## src/rtl/riscv_mem_pkg.sv

```systemverilog
// Shared definitions for the memory stage of the pipelined RISC-V core.
// Holds the load/store size encodings (func3), the memory-stage FSM state
// encoding, the default bus timeout, and a helper that decides whether a
// request is legal (size valid for the direction and naturally aligned).
package riscv_mem_pkg;

  localparam logic [2:0] F3_B  = 3'b000;
  localparam logic [2:0] F3_H  = 3'b001;
  localparam logic [2:0] F3_W  = 3'b010;
  localparam logic [2:0] F3_BU = 3'b100;
  localparam logic [2:0] F3_HU = 3'b101;

  localparam int DEFAULT_TIMEOUT_CYCLES = 255;

  typedef enum logic [1:0] {
    ST_IDLE   = 2'd0,
    ST_ACCESS = 2'd1,
    ST_DONE   = 2'd2
  } memState_t;

  // Unsigned sizes exist only for loads; halves must sit on even bytes and
  // words on word boundaries.
  function automatic logic accessLegal(input logic [2:0] f3,
                                       input logic [1:0] lane,
                                       input logic       isStore);
    logic ok;
    case (f3)
      F3_B:    ok = 1'b1;
      F3_H:    ok = ~lane[0];
      F3_W:    ok = (lane == 2'b00);
      F3_BU:   ok = ~isStore;
      F3_HU:   ok = ~isStore & ~lane[0];
      default: ok = 1'b0;
    endcase
    return ok;
  endfunction

endpackage

```

## src/rtl/load_store_aligner.sv

```systemverilog
// Purely combinational lane steering for the memory stage.
// Store side: replicates the store source across the bus word and produces
// the byte enables for the addressed lanes.
// Load side: picks the addressed byte/half out of the raw read word and
// sign- or zero-extends it.
// Ports:
//   i_storeFunc3, i_storeLane, i_storeData  -> o_writeData, o_byteEnable
//   i_loadFunc3,  i_loadLane,  i_readWord   -> o_loadData
module load_store_aligner
  import riscv_mem_pkg::*;
(
  input  logic [2:0]  i_storeFunc3,
  input  logic [1:0]  i_storeLane,
  input  logic [31:0] i_storeData,
  output logic [31:0] o_writeData,
  output logic [3:0]  o_byteEnable,
  input  logic [2:0]  i_loadFunc3,
  input  logic [1:0]  i_loadLane,
  input  logic [31:0] i_readWord,
  output logic [31:0] o_loadData
);

  logic [7:0]  w_byte;
  logic [15:0] w_half;

  // Memory picks the lanes with the byte enables, so replicating the data
  // lets every lane carry the right value without a shifter.
  always_comb begin
    o_writeData  = i_storeData;
    o_byteEnable = 4'b1111;
    case (i_storeFunc3)
      F3_B: begin
        o_writeData  = {4{i_storeData[7:0]}};
        o_byteEnable = 4'b0001 << i_storeLane;
      end
      F3_H: begin
        o_writeData  = {2{i_storeData[15:0]}};
        o_byteEnable = i_storeLane[1] ? 4'b1100 : 4'b0011;
      end
      default: begin
        o_writeData  = i_storeData;
        o_byteEnable = 4'b1111;
      end
    endcase
  end

  always_comb begin
    w_byte = i_readWord[7:0];
    case (i_loadLane)
      2'd0: w_byte = i_readWord[7:0];
      2'd1: w_byte = i_readWord[15:8];
      2'd2: w_byte = i_readWord[23:16];
      2'd3: w_byte = i_readWord[31:24];
      default: w_byte = i_readWord[7:0];
    endcase
    w_half = i_loadLane[1] ? i_readWord[31:16] : i_readWord[15:0];

    o_loadData = i_readWord;
    case (i_loadFunc3)
      F3_B:    o_loadData = {{24{w_byte[7]}}, w_byte};
      F3_BU:   o_loadData = {24'd0, w_byte};
      F3_H:    o_loadData = {{16{w_half[15]}}, w_half};
      F3_HU:   o_loadData = {16'd0, w_half};
      default: o_loadData = i_readWord;
    endcase
  end

endmodule

```

## src/rtl/memory_access_unit.sv

```systemverilog
// Memory stage of the pipelined RISC-V core. Takes a load/store from EX/MEM,
// runs it on the data bus with a valid/ready handshake, freezes the upstream
// pipeline while the access is outstanding, and hands formatted load data to
// MEM/WB. Flags illegal/misaligned requests and bus timeouts.
// Ports:
//   clock, reset (async, active-low)
//   EX/MEM side : memoryReadEnable, memoryWriteEnable, address, storeData, func3
//   pipeline    : stall, loadData, loadValid, accessFault, busError
//   data bus    : busRequest, busWrite, busAddress, busWriteData,
//                 busByteEnable, busReady, busReadData
module memory_access_unit
  import riscv_mem_pkg::*;
#(
  parameter int TIMEOUT_CYCLES = DEFAULT_TIMEOUT_CYCLES
) (
  input  logic        clock,
  input  logic        reset,
  input  logic        memoryReadEnable,
  input  logic        memoryWriteEnable,
  input  logic [31:0] address,
  input  logic [31:0] storeData,
  input  logic [2:0]  func3,
  output logic        stall,
  output logic [31:0] loadData,
  output logic        loadValid,
  output logic        accessFault,
  output logic        busError,
  output logic        busRequest,
  output logic        busWrite,
  output logic [31:0] busAddress,
  output logic [31:0] busWriteData,
  output logic [3:0]  busByteEnable,
  input  logic        busReady,
  input  logic [31:0] busReadData
);

  localparam logic [7:0] TIMEOUT_LAST = 8'(TIMEOUT_CYCLES - 1);

  memState_t   r_state, w_nextState;
  logic [7:0]  r_waitCount;
  logic [2:0]  r_func3;
  logic [1:0]  r_lane;
  logic        r_busWrite;
  logic [31:0] r_busAddress;
  logic [31:0] r_busWriteData;
  logic [3:0]  r_busByteEnable;
  logic [31:0] r_loadData;
  logic        r_loadValid;
  logic        r_busError;

  logic        w_anyEnable;
  logic        w_legal;
  logic        w_start;
  logic        w_fsmStall;
  logic        w_fsmFault;
  logic        w_busRequest;
  logic        w_readyHit;
  logic        w_timeoutHit;
  logic [31:0] w_alignedWriteData;
  logic [3:0]  w_alignedByteEnable;
  logic [31:0] w_formattedLoad;

  assign w_anyEnable = memoryReadEnable | memoryWriteEnable;
  assign w_legal     = ~(memoryReadEnable & memoryWriteEnable) &
                       accessLegal(func3, address[1:0], memoryWriteEnable);

  // Store steering uses the live request; load formatting uses the size and
  // lane latched when the access started.
  load_store_aligner u_aligner (
    .i_storeFunc3 (func3),
    .i_storeLane  (address[1:0]),
    .i_storeData  (storeData),
    .o_writeData  (w_alignedWriteData),
    .o_byteEnable (w_alignedByteEnable),
    .i_loadFunc3  (r_func3),
    .i_loadLane   (r_lane),
    .i_readWord   (busReadData),
    .o_loadData   (w_formattedLoad)
  );

  always_ff @(posedge clock or negedge reset) begin
    if (!reset) begin
      r_state <= ST_IDLE;
    end else begin
      r_state <= w_nextState;
    end
  end

  // DONE never looks at the enables: they still belong to the instruction
  // that just finished, so a new request is only recognised back in IDLE.
  always_comb begin
    w_nextState  = r_state;
    w_fsmStall   = 1'b0;
    w_fsmFault   = 1'b0;
    w_busRequest = 1'b0;
    w_start      = 1'b0;
    w_readyHit   = 1'b0;
    w_timeoutHit = 1'b0;
    case (r_state)
      ST_IDLE: begin
        if (w_anyEnable) begin
          if (w_legal) begin
            w_fsmStall  = 1'b1;
            w_start     = 1'b1;
            w_nextState = ST_ACCESS;
          end else begin
            w_fsmFault = 1'b1;
          end
        end
      end
      ST_ACCESS: begin
        w_fsmStall   = 1'b1;
        w_busRequest = 1'b1;
        if (busReady) begin
          w_readyHit  = 1'b1;
          w_nextState = ST_DONE;
        end else if (r_waitCount == TIMEOUT_LAST) begin
          w_timeoutHit = 1'b1;
          w_nextState  = ST_DONE;
        end
      end
      ST_DONE: begin
        w_nextState = ST_IDLE;
      end
      default: begin
        w_nextState = ST_IDLE;
      end
    endcase
  end

  // Bus fields are captured once at the start so they stay stable for the
  // whole ACCESS phase; the wait counter counts ACCESS cycles without ready.
  always_ff @(posedge clock or negedge reset) begin
    if (!reset) begin
      r_waitCount     <= '0;
      r_func3         <= '0;
      r_lane          <= '0;
      r_busWrite      <= 1'b0;
      r_busAddress    <= '0;
      r_busWriteData  <= '0;
      r_busByteEnable <= '0;
      r_loadData      <= '0;
      r_loadValid     <= 1'b0;
      r_busError      <= 1'b0;
    end else begin
      r_loadValid <= 1'b0;
      r_busError  <= 1'b0;
      if (w_start) begin
        r_waitCount     <= '0;
        r_func3         <= func3;
        r_lane          <= address[1:0];
        r_busWrite      <= memoryWriteEnable;
        r_busAddress    <= {address[31:2], 2'b00};
        r_busWriteData  <= w_alignedWriteData;
        r_busByteEnable <= w_alignedByteEnable;
      end
      if (w_readyHit && !r_busWrite) begin
        r_loadData  <= w_formattedLoad;
        r_loadValid <= 1'b1;
      end
      if (w_timeoutHit) begin
        r_loadData <= '0;
        r_busError <= 1'b1;
      end
      if ((r_state == ST_ACCESS) && !busReady && !w_timeoutHit) begin
        r_waitCount <= r_waitCount + 8'd1;
      end
    end
  end

  // The IDLE request decode is combinational from the inputs, so it is gated
  // with reset to keep the pipeline free while reset is held.
  assign stall         = w_fsmStall & reset;
  assign accessFault   = w_fsmFault & reset;
  assign busRequest    = w_busRequest;
  assign busWrite      = r_busWrite;
  assign busAddress    = r_busAddress;
  assign busWriteData  = r_busWriteData;
  assign busByteEnable = r_busByteEnable;
  assign loadData      = r_loadData;
  assign loadValid     = r_loadValid;
  assign busError      = r_busError;

endmodule

```

## config.mk

```make
export PLATFORM = sky130hd
export DESIGN_NAME = memory_access_unit
export DESIGN_NICKNAME = d
export VERILOG_FILES = /design/src/rtl/riscv_mem_pkg.sv /design/src/rtl/load_store_aligner.sv /design/src/rtl/memory_access_unit.sv
export SDC_FILE = /design/constraint.sdc
export NUM_CORES = 1
export LEC_CHECK = 0
export CAP_MARGIN = 5
export CORE_MARGIN = 4
export CORE_UTILIZATION = 44
export DETAILED_ROUTE_END_ITERATION = 8
export MAX_ROUTING_LAYER = met4
export PLACE_DENSITY_LB_ADDON = 0.3
export REMOVE_ABC_BUFFERS = 1
export SLEW_MARGIN = 10
export SYNTH_ARGS = -nofsm -noshare
export SYNTH_HDL_FRONTEND = slang
export SYNTH_SLANG_ARGS = --single-unit
export TNS_END_PERCENT = 10
```

## constraint.sdc

```tcl
create_clock -name clock -period 2.2 [get_ports clock]
set_input_delay 0.55 -clock clock [delete_from_list [all_inputs] [get_ports clock]]
set_output_delay 0.55 -clock clock [all_outputs]
set_load 0.05 [all_outputs]
```

# After elaboration in Yosys (flattened, before gate mapping)
# Index checks and enable logic that the tools add are counted.
[totals] regBits=116
[op_classes] n_mux=31 addsub=1 n_eq_ne=15 n_shift=1 n_reduce_logical=14 bitwise=9
[op_table] op="one-hot mux 32 bit (4 select lines)" n=1
[op_table] op="2-to-1 mux 32 bit" n=2
[op_table] op="one-hot mux 32 bit (2 select lines)" n=1
[op_table] op="one-hot mux 8 bit (4 select lines)" n=1
[op_table] op="2-to-1 mux 16 bit" n=1
[op_table] op="2-to-1 mux 8 bit" n=2
[op_table] op="2-to-1 mux 1 bit" n=14
[op_table] op="== test 3 bit, second input constant" n=4
[op_table] op="adder 8 x 1 -> 8 bit, second input constant" n=1
[op_table] op="== test 8 bit, second input constant" n=1
[op_table] op="2-to-1 mux 2 bit" n=4
[op_table] op="one-hot mux 4 bit (2 select lines)" n=1
[op_table] op="== test 3 x 1 -> 1 bit, second input constant" n=2
[op_table] op="logical NOT 2 bit" n=3
[op_table] op="logical NOT 3 bit" n=2
[op_table] op="AND 1 bit" n=5
[op_table] op="one-hot mux 1 bit (5 select lines)" n=1
[op_table] op="== test 2 x 1 -> 1 bit, second input constant" n=2
[op_table] op="== test 2 bit, second input constant" n=2
[op_table] op="2-to-1 mux 4 bit" n=1
[op_table] op="inequality test 2 bit, second input constant" n=2
[op_table] op="one-hot mux 2 bit (2 select lines)" n=1
[op_table] op="nonzero test 2 bit" n=2
[op_table] op="<< shifter 1 x 2 -> 4 bit, first input constant" n=1
[op_table] op="8 further kinds" n=14

# Depth between registers and ports, before layout
[depth] word_depth=9 ltp_mapped=7 depth_no_buf=6

# Cells and area by module
# From an unflattened synthesis, not the netlist that was laid out.
[hier_totals] hier_cells=530 hier_area_um2=6107.1
[by_module_without_submodules] module="memory_access_unit" instances=1 seq_area_each_um2=2902.8 cells_per_inst=370 area_per_inst_um2=4943.5
[by_module_without_submodules] module="load_store_aligner" instances=1 seq_area_each_um2=0.0 cells_per_inst=160 area_per_inst_um2=1163.6

# Worst setup path before layout
# No wires, ideal clock.
[synth_timing] kind="input port to output port" start="input memoryWriteEnable" end="output stall" required_time_ns=1.650 path_buffers=1 arrival_ns=1.623 setup_slack_ns=0.027 stages=5 path_cell_list="a211oi_1 -> a22oi_1 -> buf_2 -> o21bai_1 -> and3b_1"
[synth_between] elab_chain_cells=8 word_cells_on_any_way=11
[synth_rtl] item="start: declaration" line="memory_access_unit.sv:19" source="input logic memoryWriteEnable,"
[synth_rtl] item="NOT 1 bit" line="riscv_mem_pkg.sv:31, riscv_mem_pkg.sv:32"
[synth_rtl] item="AND 1 bit" line="riscv_mem_pkg.sv:32" source="F3_HU: ok = ~isStore & ~lane[0];"
[synth_rtl] item="one-hot mux 1 bit (5 select lines)" line="riscv_mem_pkg.sv:27" source="case (f3)"
[synth_rtl] item="AND 1 bit" line="memory_access_unit.sv:64" source="assign w_legal = ~(memoryReadEnable & memoryWriteEnable) &"
[synth_rtl] item="2-to-1 mux 1 bit" line="memory_access_unit.sv:102" source="if (w_legal) begin"
[synth_rtl] item="2-to-1 mux 1 bit (*)" line="memory_access_unit.sv:101" source="if (w_anyEnable) begin"
[synth_rtl] item="one-hot mux 1 bit (2 select lines) (*)" line="memory_access_unit.sv:99" source="case (r_state)"
[synth_rtl] item="AND 1 bit (*)" line="memory_access_unit.sv:173" source="assign stall = w_fsmStall & reset;"
[synth_rtl] item="end: declaration" line="memory_access_unit.sv:23" source="output logic stall,"
# Mark *: on every way between the ends. The rest lies on a longest branch, timed or not.

# Final worst setup path
[layout_timing] start="register r_busWriteData[12] (netlist: busWriteData[12])" end="output busWriteData[12]"
[layout_rtl] item="start: declaration" line="memory_access_unit.sv:45" source="logic [31:0] r_busWriteData;"
[layout_rtl] item="start signal: assignment" line="memory_access_unit.sv:154" source="r_busWriteData <= w_alignedWriteData;"
[layout_rtl] item="end: declaration" line="memory_access_unit.sv:31" source="output logic [31:0] busWriteData,"
# No word-level cell between the ends.

==> reports/qor.txt <==
number of global-route vias before repair - 5070
GRT Total Usage - 24.1%
Warnings, synthesis - 0
Yosys top cell area share - 53.7%
CP Capture Type - output port
CP Buf/Inv Count - 1
die area - 14100 um^2
dpl hpwl - 12.0 mm
1st-iter DRT viols - 277
initial antenna violation count - 0
Crit path required time - 1.65 ns
Seq cells post-synth - 116
HP Class - in2async
post-synth top area cell - dfrtp_1
CP top delay family - buffers and inverters
asr flop ratio synth - 100%
Yosys cell types - 50
DRC Markers - 0
synthesized area per cell - 12.4 um^2
Worst-Margin Slew - 0.729 ns
gr ovfl total - 0
floorplan row count - 40
final setup vio count - 0
CP max stage delay - 0.83 ns
fin crit period - 2.15 ns
Die Wd - 119 um
Post-Synthesis Cell Area - 5400 um^2
share of layout cells above drive strength 1 - 25.7%
RSZ-0062 raised after global routing - false
largest net degree at the start of global routing - 57
CTS Sinks - 116
final worst path period share - 97.8%
Most used DFF post-synth - dfrtp_1
Crit-path slowest cell - clkdlybuf4s50_1
worst reg2reg path endpoint - r_waitCount[6]
worst path arrival time - 1.60 ns
Vias - 4638
CP Launch Type - register
CTS tree - yes
count of pins over their slew limit - 0
Layout Utilization - 70.9%
area grow syn2layout - 57.7%
DR vias/cell - 5.55
sequential fraction of the synthesis area - 53.7%
area of the core - 12000 um^2
Reg clk slew, reported paths - 0.05 ns
synth top area cells - dfrtp_1 54%, mux2_2 16%, mux2i_1 3.9%, a221o_1 3.1%, a21oi_1 2.2%
Post-synth EDFFs - 0
Root Driver - clkbuf_16
average wire per standard cell - 19.5 um
Cell Area, Placed - 7900 um^2
worst slack, placed - -0.361 ns
Worst-Skew Late Latency - 0.41 ns
port bufs - 207
Crit Path Class - reg2out
reg2reg start - r_waitCount[0]
Cells after Synth - 437
TritonRoute pass-1 iters - 4
antenna diode count - 0
Final Cell Area - 8520 um^2
H-Tree Depth - 4
CTS Buf Count - 17
I/O pin count - 210
Leak - 3.62 nW
Max-cap violations - 0
FMAX - 465 MHz
CP cell instances - clkdlybuf4s50_1
VDD IR max - 1.12 mV
Post-DRT Antenna Nets - 0
Reg2Reg Depth - 7
Final Skew - 0.00642 ns
PnR worst setup slack - 0.0479 ns
final hold slack - 0.191 ns
PwrDens - 1530 nW/um^2
R2R Setup Slk - 0.16 ns
largest buffer count on any clock path - 2
RePlAce Congestion - 0.820
Rel. slew slack - 51.4%
status - complete, no violations
Max Fanout on Critical Path - 2
first-pass GRT wire length - 26.0 mm
Post-layout nets - 783
Die Height - 119 um
WL final - 16.3 mm
final hold vios - 0
Starting Density - 45.0%
==> repair_timing <==
item	CTS	global route
setup buffers	0	0
pin swaps	3	6
hold buffers	0	0
gates resized for setup	12	21
endpoints found under the setup margin	2	10
==> state kept, by name, summed over array words and instances, names as in the netlist, 2 cells and up <==
signal and count:
busWriteData 32, busByteEnable 4, r_lane 2, r_func3 3
loadData 32, r_state 2, busAddress 30, r_waitCount 8
==> cell usage after synthesis, types with 4 or more instances <==
| cell type | number |
|---|---|
| nand2_1 | 9 |
| o21ai_0 | 24 |
| nor2b_1 | 11 |
| or3_1 | 7 |
| inv_1 | 7 |
| buf_2 | 9 |
| nor3b_1 | 4 |
| mux2i_1 | 21 |
| buf_4 | 5 |
| dfrtp_1 | 116 |
| o2bb2ai_1 | 8 |
| a221o_1 | 17 |
| nor2_1 | 17 |
| mux2_2 | 77 |
| clkbuf_1 | 12 |
| a22o_1 | 8 |
| a21oi_1 | 24 |
| o22ai_1 | 10 |
==> routing by layer <==
metal  wire length, um  global-route usage, %  up-vias
met5                 0                      -        -
met3              1570                   9.54       28
met1              6370                   26.8     2278
met4               329                   9.05        0
li1                  -                      -     2119
met2              7990                   39.1      213
==> worst max-delay path by stage <==
stage | from | endpoint | slack (ns) | cells after the start
3_5_place_dp | func3[1] | busAddress[22] | -0.36 | 7
2_1_floorplan | memoryWriteEnable | busAddress[10] | -0.88 | 4
5_1_grt | loadData[0] | loadData[0] | 0.001 | 1
6_report | busWriteData[12] | busWriteData[12] | 0.05 | 1
4_1_cts | memoryReadEnable | stall | 0.009 | 6
3_3_place_gp | memoryWriteEnable | stall | -0.34 | 6
==> power breakdown <==
part | internal (W) | total (W) | switching, W
clock network | 0.00185 | 0.00281 | 0.000959
registers | 0.00300 | 0.00358 | 0.000581
logic | 0.00248 | 0.00661 | 0.00413
total | 0.00733 | 0.0130 | 0.00567
==> through the flow <==
step                      total power (W)  setup TNS (ns)  cells
final                              0.0130               0    836
after floorplan                   0.00769          -58.04    409
after global placement             0.0101          -25.67    805
after CTS                          0.0131               0    836
after global routing               0.0135               0    836
after detailed placement           0.0102          -28.72    805
==> cells in the final DEF, fill, tap and decap left out, drive strengths merged, types with 10 or more instances in the layout <==
| cell type | synthesis | final |
|---|---|---|
| a21oi | 24 | 24 |
| mux2 | 79 | 79 |
| nor2b | 11 | 11 |
| clkdlybuf4s50 | 0 | 186 |
| clkbuf | 12 | 26 |
| mux2i | 21 | 21 |
| dfrtp | 116 | 116 |
| o22ai | 10 | 10 |
| nor2 | 18 | 18 |
| o21ai | 24 | 24 |
| a221o | 17 | 17 |
| buf | 17 | 48 |
==> cell families (layout without fill, tap and decap cells) <==
logic type | Yosys count | count (layout) | share of synthesized area, %
other | 1 | 2 | 0.0694
AO/OA/AOI/OAI | 107 | 107 | 13.8
XOR/XNOR | 2 | 2 | 0.324
adder cells (fa/ha/maj) | 2 | 2 | 0.463
multiplexers | 101 | 101 | 20.9
AND/OR/NAND/NOR | 72 | 72 | 7.55
buffers and inverters | 36 | 287 | 3.20
flip-flops | 116 | 116 | 53.7
==> cell type report <==
type                    count  area (um^2)
clock inverters            10          130
fillers                   839         3490
well taps                 147          184
flip-flops and latches    116         2900
inverters                   7         26.3
repair buffers            249         2450
multi-input cells         286         2360
clock buffers              21          470
No activity file was read; power rests on OpenSTA's default activity.
